<file path="src/rtl/seg_scan_ctrl_if.sv">
// Host/display bundle for seg_scan_ctrl. With SEG_SCAN_BRIGHTNESS_EN defined it
// also carries the 3-bit bright control.
interface seg_scan_ctrl_if #(
  parameter int NUM_DIGITS = 8
);
  logic [4*NUM_DIGITS-1:0] value;
  logic [NUM_DIGITS-1:0]   dp_in;
  logic [NUM_DIGITS-1:0]   blank_in;
  logic                    lzs_en;
  logic                    load;
`ifdef SEG_SCAN_BRIGHTNESS_EN
  logic [2:0]              bright;
`endif
  logic [NUM_DIGITS-1:0]   an;
  logic [7:0]              seg;
  logic                    frame_tick;
  logic                    load_pending;
  // Debug view of the scan FSM: 1 while a digit slot is in DRIVE.
  logic                    scan_state;

  // Handshake: load is a one-cycle strobe sampled on the rising clock edge;
  // there is no ready, so every strobe is accepted and load_pending stays
  // high until the captured data reaches the display on a frame boundary.
`ifdef SEG_SCAN_BRIGHTNESS_EN
  modport master (
    output value, dp_in, blank_in, lzs_en, load, bright,
    input  an, seg, frame_tick, load_pending, scan_state
  );
  modport slave (
    input  value, dp_in, blank_in, lzs_en, load, bright,
    output an, seg, frame_tick, load_pending, scan_state
  );
`else
  modport master (
    output value, dp_in, blank_in, lzs_en, load,
    input  an, seg, frame_tick, load_pending, scan_state
  );
  modport slave (
    input  value, dp_in, blank_in, lzs_en, load,
    output an, seg, frame_tick, load_pending, scan_state
  );
`endif
endinterface

</file>
<file path="src/rtl/seg_scan_ctrl.sv">
// Multiplexed common-anode seven-segment scan controller with frame-aligned
// double buffering. Optional PWM brightness under SEG_SCAN_BRIGHTNESS_EN.
module seg_scan_ctrl #(
  parameter int NUM_DIGITS   = 8,
  parameter int DIGIT_CYCLES = 100000,
  parameter int GUARD_CYCLES = 1000
) (
  input  logic           clk,
  input  logic           rst,
  seg_scan_ctrl_if.slave bus
);
  localparam int CW = $clog2(DIGIT_CYCLES);
  localparam int IW = (NUM_DIGITS > 1) ? $clog2(NUM_DIGITS) : 1;
  localparam logic [CW-1:0] CNT_LAST   = CW'(DIGIT_CYCLES - 1);
  localparam logic [CW-1:0] GUARD_LAST = CW'(GUARD_CYCLES - 1);
  localparam logic [IW-1:0] IDX_LAST   = IW'(NUM_DIGITS - 1);

  typedef enum logic {
    S_GUARD = 1'b0,
    S_DRIVE = 1'b1
  } state_t;

  state_t state_q, state_d;
  logic [CW-1:0] cnt_q, cnt_d;
  logic [IW-1:0] idx_q, idx_d;
  logic          cnt_wrap, frame_edge, lit;

  logic [4*NUM_DIGITS-1:0] hold_value, shadow_value;
  logic [NUM_DIGITS-1:0]   hold_dp, hold_blank, shadow_dp, shadow_blank;
  logic                    pending_q;

  logic [NUM_DIGITS-1:0] digit_blank;
  logic                  upper_zero;
  logic [3:0]            cur_nibble;

  logic [NUM_DIGITS-1:0] an_q, an_d;
  logic [7:0]            seg_q, seg_d;
  logic                  tick_q;

  function automatic logic [6:0] hex_glyph(input logic [3:0] h);
    logic [6:0] on;
    case (h)
      4'h0: on = 7'h3F;
      4'h1: on = 7'h06;
      4'h2: on = 7'h5B;
      4'h3: on = 7'h4F;
      4'h4: on = 7'h66;
      4'h5: on = 7'h6D;
      4'h6: on = 7'h7D;
      4'h7: on = 7'h07;
      4'h8: on = 7'h7F;
      4'h9: on = 7'h6F;
      4'hA: on = 7'h77;
      4'hB: on = 7'h7C;
      4'hC: on = 7'h39;
      4'hD: on = 7'h5E;
      4'hE: on = 7'h79;
      default: on = 7'h71;
    endcase
    return ~on;
  endfunction

  // A digit is suppressed when it and every digit above it are zero.
  always_comb begin
    upper_zero  = 1'b1;
    digit_blank = '0;
    for (int i = NUM_DIGITS - 1; i >= 0; i--) begin
      upper_zero     = upper_zero & (shadow_value[4*i +: 4] == 4'h0);
      digit_blank[i] = shadow_blank[i] | (bus.lzs_en & upper_zero & (i != 0));
    end
  end

`ifdef SEG_SCAN_BRIGHTNESS_EN
  logic [2:0] bright_q;
  int         on_limit;

  always_ff @(posedge clk or posedge rst) begin
    if (rst) begin
      bright_q <= 3'd7;
    end else if (cnt_wrap) begin
      bright_q <= bus.bright;
    end
  end

  always_comb begin
    on_limit = ((DIGIT_CYCLES - GUARD_CYCLES) * (int'(bright_q) + 1)) / 8;
    lit      = (int'(cnt_d) - GUARD_CYCLES) < on_limit;
  end
`else
  assign lit = 1'b1;
`endif

  always_ff @(posedge clk or posedge rst) begin
    if (rst) begin
      state_q <= S_GUARD;
      cnt_q   <= '0;
      idx_q   <= '0;
    end else begin
      state_q <= state_d;
      cnt_q   <= cnt_d;
      idx_q   <= idx_d;
    end
  end

  // Outputs are computed from the next counter/index so the registered
  // an/seg line up with the counter value of the same cycle.
  always_comb begin
    cnt_wrap   = (cnt_q == CNT_LAST);
    frame_edge = cnt_wrap && (idx_q == IDX_LAST);
    cnt_d      = cnt_wrap ? '0 : cnt_q + 1'b1;
    idx_d      = idx_q;
    if (cnt_wrap) begin
      idx_d = (idx_q == IDX_LAST) ? '0 : idx_q + 1'b1;
    end

    state_d = state_q;
    case (state_q)
      S_GUARD: if (cnt_q == GUARD_LAST) state_d = S_DRIVE;
      S_DRIVE: if (cnt_wrap) state_d = S_GUARD;
      default: state_d = S_GUARD;
    endcase

    cur_nibble = shadow_value[{idx_d, 2'b00} +: 4];
    an_d       = '1;
    seg_d      = 8'hFF;
    if (state_d == S_DRIVE && lit) begin
      an_d[idx_d] = 1'b0;
      seg_d[7]    = ~shadow_dp[idx_d];
      seg_d[6:0]  = digit_blank[idx_d] ? 7'h7F : hex_glyph(cur_nibble);
    end
  end

  always_ff @(posedge clk or posedge rst) begin
    if (rst) begin
      an_q   <= '1;
      seg_q  <= 8'hFF;
      tick_q <= 1'b0;
    end else begin
      an_q   <= an_d;
      seg_q  <= seg_d;
      tick_q <= frame_edge;
    end
  end

  // A load on the boundary edge still captures; older pending data moves on.
  always_ff @(posedge clk or posedge rst) begin
    if (rst) begin
      hold_value   <= '0;
      hold_dp      <= '0;
      hold_blank   <= '0;
      shadow_value <= '0;
      shadow_dp    <= '0;
      shadow_blank <= '0;
      pending_q    <= 1'b0;
    end else begin
      if (frame_edge && pending_q) begin
        shadow_value <= hold_value;
        shadow_dp    <= hold_dp;
        shadow_blank <= hold_blank;
      end
      if (bus.load) begin
        hold_value <= bus.value;
        hold_dp    <= bus.dp_in;
        hold_blank <= bus.blank_in;
        pending_q  <= 1'b1;
      end else if (frame_edge) begin
        pending_q  <= 1'b0;
      end
    end
  end

  assign bus.an           = an_q;
  assign bus.seg          = seg_q;
  assign bus.frame_tick   = tick_q;
  assign bus.load_pending = pending_q;
  assign bus.scan_state   = (state_q == S_DRIVE);
endmodule
</file>
<file path="src/flat_wrapper.sv">
// flat-port wrapper written by rule: the top's interface ports become plain ports
module seg_scan_ctrl_flat 
#(
  parameter int NUM_DIGITS   = 8,
  parameter int DIGIT_CYCLES = 100000,
  parameter int GUARD_CYCLES = 1000
)
  (clk, rst, bus_value, bus_dp_in, bus_blank_in, bus_lzs_en, bus_load, bus_an, bus_seg, bus_frame_tick, bus_load_pending, bus_scan_state);
  seg_scan_ctrl_if #(.NUM_DIGITS(NUM_DIGITS)) bus_i ();
  input  logic clk;
  input  logic rst;
  input wire logic [$bits(bus_i.value)-1:0] bus_value;
  input wire logic [$bits(bus_i.dp_in)-1:0] bus_dp_in;
  input wire logic [$bits(bus_i.blank_in)-1:0] bus_blank_in;
  input wire logic [$bits(bus_i.lzs_en)-1:0] bus_lzs_en;
  input wire logic [$bits(bus_i.load)-1:0] bus_load;
  output wire logic [$bits(bus_i.an)-1:0] bus_an;
  output wire logic [$bits(bus_i.seg)-1:0] bus_seg;
  output wire logic [$bits(bus_i.frame_tick)-1:0] bus_frame_tick;
  output wire logic [$bits(bus_i.load_pending)-1:0] bus_load_pending;
  output wire logic [$bits(bus_i.scan_state)-1:0] bus_scan_state;
  assign bus_i.value = bus_value;
  assign bus_i.dp_in = bus_dp_in;
  assign bus_i.blank_in = bus_blank_in;
  assign bus_i.lzs_en = bus_lzs_en;
  assign bus_i.load = bus_load;
  assign bus_an = bus_i.an;
  assign bus_seg = bus_i.seg;
  assign bus_frame_tick = bus_i.frame_tick;
  assign bus_load_pending = bus_i.load_pending;
  assign bus_scan_state = bus_i.scan_state;
  seg_scan_ctrl #(.NUM_DIGITS(NUM_DIGITS), .DIGIT_CYCLES(DIGIT_CYCLES), .GUARD_CYCLES(GUARD_CYCLES)) u_core (.clk(clk), .rst(rst), .bus(bus_i));
endmodule
</file>
<file path="config.mk">
export PLATFORM = sky130hd
export DESIGN_NAME = seg_scan_ctrl_flat
export DESIGN_NICKNAME = d
export VERILOG_FILES = /design/src/rtl/seg_scan_ctrl_if.sv /design/src/rtl/seg_scan_ctrl.sv /design/src/flat_wrapper.sv
export SDC_FILE = /design/constraint.sdc
export NUM_CORES = 1
export LEC_CHECK = 0
export BUFFER_PORTS_ARGS = -buffer_cell sky130_fd_sc_hd__buf_2
export CAP_MARGIN = 5
export CELL_PAD_IN_SITES_DETAIL_PLACEMENT = 1
export CELL_PAD_IN_SITES_GLOBAL_PLACEMENT = 1
export CORE_MARGIN = 5
export CORE_UTILIZATION = 25
export DETAILED_ROUTE_END_ITERATION = 10
export GPL_ROUTABILITY_DRIVEN = 0
export PLACE_DENSITY_LB_ADDON = 0.3
export SLEW_MARGIN = 20
export SYNTH_ARGS = -nofsm -noshare
export SYNTH_HDL_FRONTEND = slang
export SYNTH_SLANG_ARGS = --single-unit
</file>
<file path="constraint.sdc">
create_clock -name clk -period 10.4 [get_ports clk]
set_input_delay 1.56 -clock clk [delete_from_list [all_inputs] [get_ports clk]]
set_output_delay 1.56 -clock clk [all_outputs]
set_load 0.1 [all_outputs]
</file>
==> impl_metrics.env <==
export IMPL_status="finished clean"
export IMPL_yosysWarnings=0
export IMPL_slowest_stage="mux2i_2"
export IMPL_die_h_um=170.7
export IMPL_tightest_slew_ns=1.093
export IMPL_ys_seq_area_share_pct=52.66
export IMPL_dieWidth_um=170.7
export IMPL_critical_path_required_ns=10.70
export IMPL_rr_worst_depth=11
export IMPL_reg2reg_to="u_core.bus.seg[1]"
export IMPL_cpPeakStageDelay_ns=0.72
export IMPL_num_fill_cells=2767
export IMPL_path_cells="or4_4 > nor4_4 > buf_4 > mux2i_2 > a2111oi_0 > nor4_2 > inv_1 > ha_1 > nor2b_1 > o21ai_0 > nand3_1"
export IMPL_worst_path_buf_inv=2
export IMPL_relSlewSlack_pct=26.56
export IMPL_powerDensity_nw_per_um2=155.9
export IMPL_setup_violations=0
export IMPL_die_area_um2=29130
export IMPL_crit_fanout=22
export IMPL_clk_pin_slew_worst_paths_ns=0.06
export IMPL_finClkSkew_ns=0.006149
export IMPL_antenna_found_initial=0
export IMPL_post_dp_hpwl_um=11630
export IMPL_post_cts_buffers=0
export IMPL_ant_nets=0
export IMPL_reg2reg_slack_ns=6.16
export IMPL_htreeDepth=4
export IMPL_critPathCaptureType="flop"
export IMPL_grt_pass1_vias=4874
export IMPL_cp_top_family="simple AND/OR/NAND/NOR gates"
export IMPL_timing_hold_violations_final=0
export IMPL_fmax_mhz=235.7
export IMPL_ir_drop_uv=80.36
export IMPL_ioPinCount=71
export IMPL_startpoint_type="flop"
export IMPL_nNetsFinal=661
export IMPL_synth_edf_count=0
export IMPL_async_flop_share_pct=100.0
export IMPL_vias=4401
export IMPL_grt_max_degree=89
export IMPL_critPathArrivalTime_ns=4.55
export IMPL_synth_ff_type="dfrtp_1"
export IMPL_gr_total_overflow=0
export IMPL_syn_inst=534
export IMPL_cts_sinks=135
export IMPL_avgSynthCellArea_um2=12.09
export IMPL_grt_use_total_pct=11.55
export IMPL_drc=0
export IMPL_fin_crit_ns=4.243
export IMPL_grt_first_pass_wirelength_um=26370
export IMPL_start_util_pct=25.48
export IMPL_drt_vias_per_instance=4.657
export IMPL_path_class="flop to flop"
export IMPL_cts_made_buffers=17
export IMPL_netlist_area_um2=6454
export IMPL_rsz0062_at_grt="false"
export IMPL_portBuffers=70
export IMPL_post_drt_wl_per_cell_um=16.99
export IMPL_r2r_start="u_core.cnt_q[11]"
export IMPL_cts_hold_buf=0
export IMPL_drt_iter0_drc=189
export IMPL_slew_viol_final=0
export IMPL_area_growth_syn_to_layout_pct=20.05
export IMPL_core_area_um2=25330
export IMPL_hold_path_class="flop to flop"
export IMPL_insertion_delay_ns=0.42
export IMPL_first_pass_iters=4
export IMPL_drt_wl_total_um=16050
export IMPL_synth_nets=593
export IMPL_cts_buffer_depth=2
export IMPL_power_total_uw=1208
export IMPL_num_antenna_cells=0
export IMPL_final_common_cell="dfrtp_1"
export IMPL_drive_above_1_share_pct=39.51
export IMPL_worstSetupEndpoint="u_core.bus.seg[1]"
export IMPL_layout_common_cells="dfrtp_1, mux2_2, buf_2"
export IMPL_fin_crit_sh_pct=40.80
export IMPL_cp_depth=11
export IMPL_synth_seq_cells=135
export IMPL_ys_types=56
export IMPL_std_cell_rows=58
export IMPL_cap_violations=0
export IMPL_critPathLaunch="u_core.cnt_q[11]"
export IMPL_cts_tree="built"
export IMPL_fin_setup_tns_ns=0
export IMPL_leakage_uw=0.003389
export IMPL_cts_root_buf="clkbuf_16"
export IMPL_cts_resized=0
worst min path at each step:
stage | slack [ns] | endpoint | depth (start not counted) | startpoint
3_3_place_gp | 0.46 | u_core.cnt_q[0] | 1 | u_core.cnt_q[0]
2_1_floorplan | 0.45 | u_core.cnt_q[0] | 1 | u_core.cnt_q[0]
4_1_cts | 0.48 | u_core.cnt_q[0] | 1 | u_core.cnt_q[0]
6_report | 0.48 | u_core.cnt_q[0] | 1 | u_core.cnt_q[0]
5_1_grt | 0.50 | u_core.cnt_q[0] | 1 | u_core.cnt_q[0]
3_5_place_dp | 0.47 | u_core.cnt_q[0] | 1 | u_core.cnt_q[0]
worst reg2reg max path: stages (launching register included):
cell       delay [ns]
dfrtp_1          0.41
or4_4            0.61
nor4_4           0.26
buf_4            0.35
mux2i_2          0.73
a2111oi_0        0.26
nor4_2           0.54
inv_1            0.17
ha_1             0.35
nor2b_1          0.14
o21ai_0          0.21
nand3_1          0.10
layer usage:
| layer | vias up | routed length, um | track usage, % |
|---|---|---|---|
| met5 | - | 0 | 0 |
| met4 | 0 | 263 | 3.958 |
| met3 | 26 | 696 | 3.443 |
| met2 | 75 | 7823 | 18.86 |
| met1 | 2245 | 7269 | 14.65 |
| li1 | 2055 | - | - |
registers in the layout, indices dropped and copies added, names as in the netlist, 3 cells and up:
| name | cells |
|---|---|
| u_core.hold_value | 32 |
| u_core.shadow_value | 32 |
| u_core.shadow_blank | 8 |
| u_core.hold_blank | 8 |
| u_core.shadow_dp | 8 |
| u_core.bus.seg | 8 |
| u_core.hold_dp | 8 |
| u_core.idx_q | 3 |
| u_core.cnt_q | 17 |
| u_core.bus.an | 8 |
cell families after synthesis:
kind of cell	Yosys count	synth area share [%]
flip-flops	135	52.66
adder cells (fa/ha/maj)	7	1.357
AO/OA/AOI/OAI	65	7.484
AND/OR/NAND/NOR	156	13.45
buffers and inverters	38	2.792
XOR/XNOR	13	1.764
multiplexers	120	20.49
report_power, final:
group	total, uW	switching (uW)	internal, uW
sequential	555	10.6	544
combinational	46.1	21.7	24.4
clock	606	238	368
total	1210	271	937
metrics by stage:
stage / area, um^2 / instances / hold slack [ns] / setup slack [ns] / utilization [%]
after floorplan: 6454 / 534 / 0.4479 / 5.255 / -
after global placement: 7139 / 913 / 0.4603 / 5.992 / 28.19
after detailed placement: 7139 / 913 / 0.4749 / 5.827 / 28.19
after CTS: 7737 / 945 / 0.4832 / 5.798 / 30.55
after global routing: 7747 / 945 / 0.5049 / 5.755 / 30.59
final: 7747 / 945 / 0.4830 / 6.157 / 30.59
synth_stat cells (3+ instances only):
master      n  share of area [%]
buf_6       3               0.52
a21oi_1    14                1.1
xnor2_1     7               0.95
mux2_2     97                 17
nor2_1     33                1.9
or3_1       5               0.48
nor4_2      3               0.58
nor4bb_1    3               0.47
o21ai_0     4               0.31
mux2i_1    23                3.6
and2_1      4               0.39
nand4b_1    3               0.41
ha_1        7                1.4
clkbuf_1   12               0.70
a211oi_1   14                1.6
buf_4       3               0.35
dfstp_2    16                6.5
buf_2       3               0.23
o21bai_1   11                1.3
nand4_1     4               0.39
nand3_1    11               0.85
nor3_1      5               0.39
nand2_1    52                3.0
xor2_1      6               0.81
inv_1       9               0.52
buf_1       6               0.35
nor4_4      3               0.99
or4_1       3               0.35
dfrtp_1   119                 46
nor4_1      6               0.58
nor2b_1     9               0.87
final cells by class:
cell class	instances	area (um^2)	area share (%)
flip-flops and latches	135	3398	43.86
repair buffers	76	401.6	5.184
clock inverters	13	145.1	1.873
multi-input cells	361	2893	37.34
well taps	330	412.9	5.329
clock buffers	19	452.9	5.846
inverters	11	43.79	0.5652
Note: power is estimated with default switching activity, not from simulation.
